==> config.mk <==
export PLATFORM = sky130hd
export DESIGN_NAME = mac_arbiter
export DESIGN_NICKNAME = d
export VERILOG_FILES = /design/src/rtl/mac_arbiter.sv
export SDC_FILE = /design/constraint.sdc
export NUM_CORES = 1
export LEC_CHECK = 0
export CAP_MARGIN = 20
export CORE_MARGIN = 10
export CORE_UTILIZATION = 30
export DETAILED_ROUTE_END_ITERATION = 16
export GPL_TIMING_DRIVEN = 0
export PLACE_DENSITY = 0.78
export SLEW_MARGIN = 25
export SYNTH_ARGS = -nofsm -noshare
export SYNTH_HDL_FRONTEND = slang
export SYNTH_SLANG_ARGS = --single-unit
==> constraint.sdc <==
create_clock -name clk -period 3.85 [get_ports clk]
set_clock_uncertainty 0.2 [all_clocks]
set_input_delay 0.77 -clock clk [delete_from_list [all_inputs] [get_ports clk]]
set_output_delay 0.77 -clock clk [all_outputs]
set_load 0.01 [all_outputs]
==> src/rtl/mac_arbiter.sv <==
// mac_arbiter: round-robin arbiter sharing one multiply-reduce datapath between
// NUM_REQ convolution channels. A requester is granted for a whole burst of
// FILTER_SIZE beats; the burst is forwarded with the requester index, and each
// returning result is steered back to its owner using an in-order ID FIFO.
//
// Optional feature: define MAC_ARBITER_ERR_EN to add mac_arbiter_err_out, a
// sticky flag raised when a result shows up while no burst is outstanding.
module mac_arbiter #(
    parameter int DATA_WIDTH    = 12,
    parameter int FILTER_SIZE   = 5,
    parameter int NUM_REQ       = 4,
    parameter int ID_FIFO_DEPTH = 4
) (
    input  logic                            clk,
    input  logic                            rst,
    input  logic [NUM_REQ-1:0]              mac_arbiter_valid_in,
    output logic [NUM_REQ-1:0]              mac_arbiter_ready_in,
    input  logic [NUM_REQ*DATA_WIDTH-1:0]   mac_arbiter_dataa_in,
    input  logic [NUM_REQ*DATA_WIDTH-1:0]   mac_arbiter_datab_in,
    output logic                            mac_arbiter_valid_out,
    input  logic                            mac_arbiter_ready_out,
    output logic [DATA_WIDTH-1:0]           mac_arbiter_dataa_out,
    output logic [DATA_WIDTH-1:0]           mac_arbiter_datab_out,
    output logic [$clog2(NUM_REQ)-1:0]      mac_arbiter_id_out,
    output logic                            mac_arbiter_last_out,
    input  logic                            mac_arbiter_res_valid_in,
    output logic                            mac_arbiter_res_ready_in,
    input  logic [2*DATA_WIDTH-1:0]         mac_arbiter_res_data_in,
    output logic [NUM_REQ-1:0]              mac_arbiter_res_valid_out,
    input  logic [NUM_REQ-1:0]              mac_arbiter_res_ready_out,
`ifdef MAC_ARBITER_ERR_EN
    output logic                            mac_arbiter_err_out,
`endif
    output logic [2*DATA_WIDTH-1:0]         mac_arbiter_res_data_out
);

    localparam int ID_W  = $clog2(NUM_REQ);
    localparam int CNT_W = (FILTER_SIZE > 1) ? $clog2(FILTER_SIZE) : 1;
    localparam int FA_W  = (ID_FIFO_DEPTH > 1) ? $clog2(ID_FIFO_DEPTH) : 1;

    localparam logic [CNT_W-1:0] CNT_LAST  = CNT_W'(FILTER_SIZE - 1);
    localparam logic [ID_W:0]    REQ_NUM   = (ID_W + 1)'(NUM_REQ);
    localparam logic [ID_W-1:0]  REQ_LAST  = ID_W'(NUM_REQ - 1);
    localparam logic [FA_W-1:0]  FA_LAST   = FA_W'(ID_FIFO_DEPTH - 1);
    localparam logic [FA_W:0]    FIFO_FULL = (FA_W + 1)'(ID_FIFO_DEPTH);

    typedef enum logic [0:0] {
        S_IDLE  = 1'b0,
        S_BURST = 1'b1
    } state_t;

    state_t            state_q, state_d;
    logic [ID_W-1:0]   grant_q, grant_d;
    logic [ID_W-1:0]   ptr_q, ptr_d;
    logic [CNT_W-1:0]  cnt_q, cnt_d;

    // ID FIFO: requester index of every burst whose result is still pending
    logic [ID_W-1:0]   fifo_mem [ID_FIFO_DEPTH];
    logic [FA_W-1:0]   wr_ptr, rd_ptr;
    logic [FA_W:0]     fifo_cnt;
    logic              fifo_full, fifo_empty;
    logic [ID_W-1:0]   head;
    logic              push, pop;

    // Cyclic search helpers
    logic [2*NUM_REQ-1:0] valid_dbl;
    logic [NUM_REQ-1:0]   valid_rot;
    logic [ID_W-1:0]      sel_off;
    logic [ID_W:0]        sel_sum;
    logic [ID_W-1:0]      sel_idx;
    logic                 any_valid;

    // Granted requester's operands
    logic [DATA_WIDTH-1:0] gnt_a, gnt_b;

    assign fifo_full  = (fifo_cnt == FIFO_FULL);
    assign fifo_empty = (fifo_cnt == '0);
    assign head       = fifo_mem[rd_ptr];
    assign any_valid  = |mac_arbiter_valid_in;

    // Pick the first valid requester at or after ptr, wrapping around
    always_comb begin
        valid_dbl = {mac_arbiter_valid_in, mac_arbiter_valid_in};
        valid_rot = valid_dbl[{1'b0, ptr_q} +: NUM_REQ];
        sel_off   = '0;
        for (int k = NUM_REQ - 1; k >= 0; k--) begin
            if (valid_rot[k]) sel_off = ID_W'(k);
        end
        sel_sum = {1'b0, ptr_q} + {1'b0, sel_off};
        if (sel_sum >= REQ_NUM) sel_sum = sel_sum - REQ_NUM;
        sel_idx = sel_sum[ID_W-1:0];
    end

    // Operand mux driven by the current grant
    always_comb begin
        gnt_a = '0;
        gnt_b = '0;
        for (int k = 0; k < NUM_REQ; k++) begin
            if (grant_q == ID_W'(k)) begin
                gnt_a = mac_arbiter_dataa_in[k*DATA_WIDTH +: DATA_WIDTH];
                gnt_b = mac_arbiter_datab_in[k*DATA_WIDTH +: DATA_WIDTH];
            end
        end
    end

    // FSM next state, beat counting and forward-path outputs
    always_comb begin
        state_d               = state_q;
        grant_d               = grant_q;
        ptr_d                 = ptr_q;
        cnt_d                 = cnt_q;
        push                  = 1'b0;
        mac_arbiter_valid_out = 1'b0;
        mac_arbiter_ready_in  = '0;
        mac_arbiter_dataa_out = '0;
        mac_arbiter_datab_out = '0;
        mac_arbiter_id_out    = '0;
        mac_arbiter_last_out  = 1'b0;
        case (state_q)
            S_IDLE: begin
                // Full FIFO means no room to track another result: wait here
                if (any_valid && !fifo_full) begin
                    grant_d = sel_idx;
                    cnt_d   = '0;
                    state_d = S_BURST;
                end
            end
            S_BURST: begin
                mac_arbiter_valid_out         = mac_arbiter_valid_in[grant_q];
                mac_arbiter_ready_in[grant_q] = mac_arbiter_ready_out;
                mac_arbiter_dataa_out         = gnt_a;
                mac_arbiter_datab_out         = gnt_b;
                mac_arbiter_id_out            = grant_q;
                mac_arbiter_last_out          = mac_arbiter_valid_out & (cnt_q == CNT_LAST);
                // Grant is held through valid gaps until the final beat transfers
                if (mac_arbiter_valid_out && mac_arbiter_ready_out) begin
                    if (cnt_q == CNT_LAST) begin
                        push    = 1'b1;
                        ptr_d   = (grant_q == REQ_LAST) ? '0 : grant_q + 1'b1;
                        cnt_d   = '0;
                        state_d = S_IDLE;
                    end else begin
                        cnt_d = cnt_q + 1'b1;
                    end
                end
            end
            default: state_d = S_IDLE;
        endcase
    end

    // FSM and arbitration state registers
    always_ff @(posedge clk or negedge rst) begin
        if (!rst) begin
            state_q <= S_IDLE;
            grant_q <= '0;
            ptr_q   <= '0;
            cnt_q   <= '0;
        end else begin
            state_q <= state_d;
            grant_q <= grant_d;
            ptr_q   <= ptr_d;
            cnt_q   <= cnt_d;
        end
    end

    // Return path: only the head owner sees the result as valid
    always_comb begin
        mac_arbiter_res_valid_out       = '0;
        mac_arbiter_res_valid_out[head] = mac_arbiter_res_valid_in & ~fifo_empty;
        mac_arbiter_res_ready_in        = ~fifo_empty & mac_arbiter_res_ready_out[head];
    end

    assign mac_arbiter_res_data_out = mac_arbiter_res_data_in;
    assign pop = mac_arbiter_res_valid_in & mac_arbiter_res_ready_in;

    // ID FIFO storage; contents are don't-care until written
    always_ff @(posedge clk) begin
        if (push) fifo_mem[wr_ptr] <= grant_q;
    end

    // ID FIFO pointers and occupancy; push and pop may coincide
    always_ff @(posedge clk or negedge rst) begin
        if (!rst) begin
            wr_ptr   <= '0;
            rd_ptr   <= '0;
            fifo_cnt <= '0;
        end else begin
            if (push) wr_ptr <= (wr_ptr == FA_LAST) ? '0 : wr_ptr + 1'b1;
            if (pop)  rd_ptr <= (rd_ptr == FA_LAST) ? '0 : rd_ptr + 1'b1;
            case ({push, pop})
                2'b10:   fifo_cnt <= fifo_cnt + 1'b1;
                2'b01:   fifo_cnt <= fifo_cnt - 1'b1;
                default: fifo_cnt <= fifo_cnt;
            endcase
        end
    end

`ifdef MAC_ARBITER_ERR_EN
    logic err_q;

    // Sticky flag for a result arriving with nothing outstanding
    always_ff @(posedge clk or negedge rst) begin
        if (!rst) begin
            err_q <= 1'b0;
        end else if (mac_arbiter_res_valid_in && fifo_empty) begin
            err_q <= 1'b1;
        end
    end

    assign mac_arbiter_err_out = err_q;
`endif

endmodule

After elaboration in Yosys (flattened, before gate mapping)
Memory sizes are Yosys's and may differ from the RTL's.
Cells that the tools add are included.
Widths: inputs -> output; s select.
{"block": "word_totals", "output_inout_bits": 61, "elab_cells": 97, "ff_bits": 15, "inputBits": 132, "ram_bits": 8, "n_memories": 1}
{"block": "classes", "bitwise": 8, "shift": 1, "reduce_logical": 12, "order_cmp": 5, "n_mux": 44, "eq_ne": 11, "add_sub_neg": 8}
{"name": "fifo_mem", "words": 4, "width": 2, "read_ports": 1, "rd_ports_with_merged_regs": 0, "wr": 1, "line": "58", "source": "logic [ID_W-1:0] fifo_mem [ID_FIFO_DEPTH];"}
{"operator": "$mux 12", "count": 10}
{"operator": "$mux 2", "count": 9}
{"operator": "$mux 1", "count": 14}
{"operator": "$pmux 3 s2", "count": 2}
{"operator": "$eq 2x2->1 const B", "count": 5}
{"operator": "$mux 3", "count": 3}
{"operator": "$and 4x4->4", "count": 2}
{"operator": "$shiftx 8x3->4", "count": 1}
{"operator": "$add 2x1->2 const B", "count": 3}
{"operator": "$add 3x1->3 const B", "count": 2}
{"operator": "$eq 3x3->1 const B", "count": 2}
{"operator": "$lt 2x3->1 const B", "count": 2}
{"operator": "$and 1x1->1", "count": 4}
{"operator": "$bmux 1 s2", "count": 2}
{"operator": "$demux 1 s2", "count": 2}
{"operator": "$eq 2x1->1 const B", "count": 2}
{"operator": "$ge 2x1->1 const B", "count": 2}
{"operator": "$logic_and 1x1->1", "count": 4}
{"operator": "$mux 4", "count": 1}
{"operator": "$reduce_and 2->1", "count": 2}
{"operator": "$reduce_or 4->1", "count": 1}
{"operator": "$add 2x2->3", "count": 1}
{"operator": "$ge 3x3->1 const B", "count": 1}
{"operator": "$logic_not 3->1", "count": 1}
{"operator": "10 further kinds", "count": 11}

Depth between registers and ports, before layout
{"block": "logic_depth", "ltp_word": 8, "ltp_mapped": 11, "mapped_depth_nobuf": 11}

Least setup slack after synthesis
Ideal clock, no wire load.
{"block": "synth_timing", "kind": "input -> register", "start": "input port mac_arbiter_valid_in[1]", "end": "register fifo_cnt[2]", "arrival_time_ps": 2619, "setup_slack_ps": 951, "t_required_ps": 3571, "cell_stages": 11, "setup_time_ps": 79, "n_path_buf": 1, "cell_sequence": "clkbuf_2 mux4_2 nand3_2 nor2_4 inv_2 ha_1 inv_1 fa_1 xor2_1 nor2_1 xor2_1"}
{"block": "synth_between", "elab_chain_cells": 7, "word_cells_on_any_way": 9, "cone_classes": "eq/ne (2); mux (5); reduce/logical (2)"}
{"item": "start, declared", "line": "16", "source": "input logic [NUM_REQ-1:0] mac_arbiter_valid_in,"}
{"item": "$bmux 1 s2 *", "line": "129", "source": "mac_arbiter_valid_out = mac_arbiter_valid_in[grant_q];"}
{"item": "$mux 1 (not written as such) *", "line": "129"}
{"item": "$logic_and 1x1->1 *", "line": "136", "source": "if (mac_arbiter_valid_out && mac_arbiter_ready_out) begin"}
{"item": "$mux 1 *", "line": "136"}
{"item": "$mux 1 *", "line": "119", "source": "case (state_q)"}
{"item": "$eq 2x1->1 / $eq 2x2->1 (equally long branches)", "line": "190", "source": "case ({push, pop})"}
{"item": "$pmux 3 s2 / $reduce_bool 2->1 (equally long branches)"}
{"item": "end signal, assigned", "line": "191", "source": "2'b10: fifo_cnt <= fifo_cnt + 1'b1;"}
{"item": "end signal, assigned", "line": "192", "source": "2'b01: fifo_cnt <= fifo_cnt - 1'b1;"}
{"item": "end signal, assigned", "line": "193", "source": "default: fifo_cnt <= fifo_cnt;"}
{"item": "end, declared", "line": "60", "source": "logic [FA_W:0] fifo_cnt;"}
Mark *: on every way between the ends. The rest lies on a longest branch, timed or not. The select of a mux whose other input is x is not followed.
A chain may end at the register's enable or synchronous reset.

Worst setup path in the final report
{"block": "layout_timing", "start": "input port mac_arbiter_valid_in[2]", "end": "output port mac_arbiter_last_out"}
{"block": "layout_between", "elab_chain_cells": 4}
{"item": "$bmux 1 s2", "line": "129"}
{"item": "$mux 1 (not written as such)", "line": "129"}
{"item": "$and 1x1->1", "line": "134", "source": "mac_arbiter_last_out = mac_arbiter_valid_out & (cnt_q == CNT_LAST);"}
{"item": "$mux 1", "line": "119"}
{"item": "end, declared", "line": "25", "source": "output logic mac_arbiter_last_out,"}
Every way passes these cells. The select of a mux whose other input is x is not followed.

==> metrics <==
most frequent cells in the layout 167 x clkdlybuf4s50_1, 49 x nor2b_1, 31 x a21oi_1; die span in x 111 µm; vias in the first global route 3100; crit path launch mac_arbiter_valid_in[2]; Critical Path, Cell by Cell clkdlybuf4s50_1 > mux4_2 > and2_1 > nor2b_1 > clkdlybuf4s50_1; Sink Count 23; Max Slew Vio Count 0; WP buf/inv 2; Top delay family on crit path buffers and inverters; Critical Path Source Type primary input; fmax 274 MHz; worst IR drop on VDD 0.000355 V; Tmin final 3650 ps; max_cap viols 0; outcome finished clean; TritonRoute pass-1 iters 4; Synthesis Warnings 0; Initial Utilization 0.304; RSZ-0062 raised after global routing no; slowest CP cell mux4_2; fin util 0.534; Final period util 0.947; WP data arrival 2680 ps; CTS Buf Count 3; most frequent CP cell clkdlybuf4s50_1; reg-to-reg slack, setup 910 ps; post-synthesis async set-or-reset flop share 0.652; Final Hold Viols 0; EDFF count, synth 8; reg2reg end fifo_cnt[2]; Overflow after GRT 0; nets roughly 620; Die H 111 µm; I/O pin total 193; P per Cell Area roughly 610 nW/µm²; DRC viols 0; WL final approximately 10000 µm; Final WS setup ~200 ps; Worst Max-Slew Pin Slew 722 ps; Synth Register Bits 23; via/cell ratio slightly below 5; number of cells on the critical path 5; Post-Syn Area 2480 µm²; critical path endpoint mac_arbiter_last_out; minimum setup slack after placement -180 ps; Final ANT Viol Nets 0; commonest non-fill, non-tap cell in the layout clkdlybuf4s50_1; CTS tree yes; HP Class reg -> reg; root buffer cell clkbuf_8; kind of critical path in -> out; Worst path max stage delay 560 ps; DRT iter0 DRCs 52; Final Setup Violations 0; global-route usage over all layers 0.155; WL/cell 17.6 µm; R2R Path Start rd_ptr[0]; post-synth net total between 400 and 500; dpl hpwl 8830 µm; area growth from synthesis to layout 75.5%; Tot Pwr 2.63 mW; relative slew slack 0.517; global-route wire length before repair 15800 µm; Netlist cell types 42; Top FF cell, synth dfrtp_1; layout cells sized above 1 0.109; placed inst area 4280 µm²; Finished Cell Area 4350 µm²; Die ar. 12300 µm²; H-tree levels 1; initial antenna violation count 0; worst-path maximum fanout 8; Mapped Cells 307; via count 2867; Antenna Cells 0; clock buffer depth 2; Fillers slightly below 800; insertion delay to the later sink of the worst-skew pair around 270 ps; row count 33; Mapped Avg Cell Area ~8.1 µm²; Placer Congestion 0.797; CP Data Required Time approximately 2900 ps; sequential share of the synthesized area 0.249; Crit. End Element output pin; LEAKAGE 1.72 nW; largest net degree at the start of global routing 16; CORE AREA 8130 µm²; clk slew on worst S/H paths about 80 ps; input/output buffers 167; depth of the worst register-to-register path 10
==> routing by layer <==
| layer | GRT usage | up-vias | routed length, µm | part of all wire |
|---|---|---|---|---|
| met1 | 0.146 | 1317 | 3530 | 0.34 |
| met3 | 0.0942 | 9 | 1450 | 0.14 |
| met4 | 0.0365 | 0 | 142 | 0.014 |
| met5 | 0 | - | 0 | 0 |
| met2 | 0.277 | 135 | 5120 | 0.50 |
| li1 | - | 1406 | - | - |
==> power breakdown <==
part           leakage, nW  internal (mW)  switching, mW  total (mW)
combinational         1.45           1.08          0.966        2.05
sequential           0.251          0.339         0.0929       0.432
clock               0.0228         0.0741         0.0778       0.152
total                 1.72           1.50           1.14        2.63
==> metrics by stage <==
| step | instances | TNS (ps) | hold slack, ps |
|---|---|---|---|
| after floorplan | 307 | 0 | 251 |
| after global placement | 579 | -375 | 271 |
| after detailed placement | 579 | -907 | 283 |
| after CTS | 583 | 0 | 296 |
| after global routing | 582 | 0 | 309 |
| final | 582 | 0 | 287 |
==> kinds of logic after synthesis <==
| group | synth area share |
|---|---|
| adder cells (fa/ha/maj) | 0.0738 |
| flip-flops | 0.249 |
| multiplexers | 0.0606 |
| AND/OR/NAND/NOR | 0.296 |
| buffers and inverters | 0.125 |
| AO/OA/AOI/OAI | 0.178 |
| XOR/XNOR | 0.0177 |
==> how the worst min path moves through the flow <==
| stage | from | endpoint | cells after the start |
|---|---|---|---|
| 2_1_floorplan | cnt_q[2] | cnt_q[2] | 1 |
| 3_3_place_gp | cnt_q[2] | cnt_q[2] | 1 |
| 3_5_place_dp | cnt_q[2] | cnt_q[2] | 1 |
| 4_1_cts | cnt_q[2] | cnt_q[2] | 1 |
| 5_1_grt | cnt_q[2] | cnt_q[2] | 1 |
| 6_report | cnt_q[2] | cnt_q[2] | 1 |
==> state kept, by name, indices dropped and copies added (netlist names) <==
register,flops
fifo_mem,8
grant_q,2
wr_ptr,2
state_q,1
fifo_cnt,3
rd_ptr,2
cnt_q,3
ptr_q,2
==> area by class of cell <==
class                   instances  area (µm²)  area share
multi-input cells             226        1560       0.359
well taps                     105         131      0.0302
clock buffers                   4        45.0      0.0104
inverters                      13        48.8      0.0112
plain buffers                  44         270      0.0622
repair buffers                167        1670       0.385
flip-flops and latches         23         618       0.142
==> synthesized netlist by cell type, drive strengths merged, types with 13 or more instances <==
cell    count  share of area
a21oi      31          0.063
a221oi     23          0.081
buf        25          0.075
clkbuf     20          0.031
dfrtp      15           0.15
ha         13          0.066
inv        13          0.020
nand2      16          0.024
nor2       13          0.026
nor2b      50           0.13
nor3       26          0.053
==> what timing repair did <==
item                                    CTS  global route
cloned                                    0             0
gates resized for setup                  10             6
endpoints found under the setup margin   21            21
setup buffers                             0             0
pin swaps                                 0             0
hold buffers                              0             0
(Power assumes the default switching activity.)
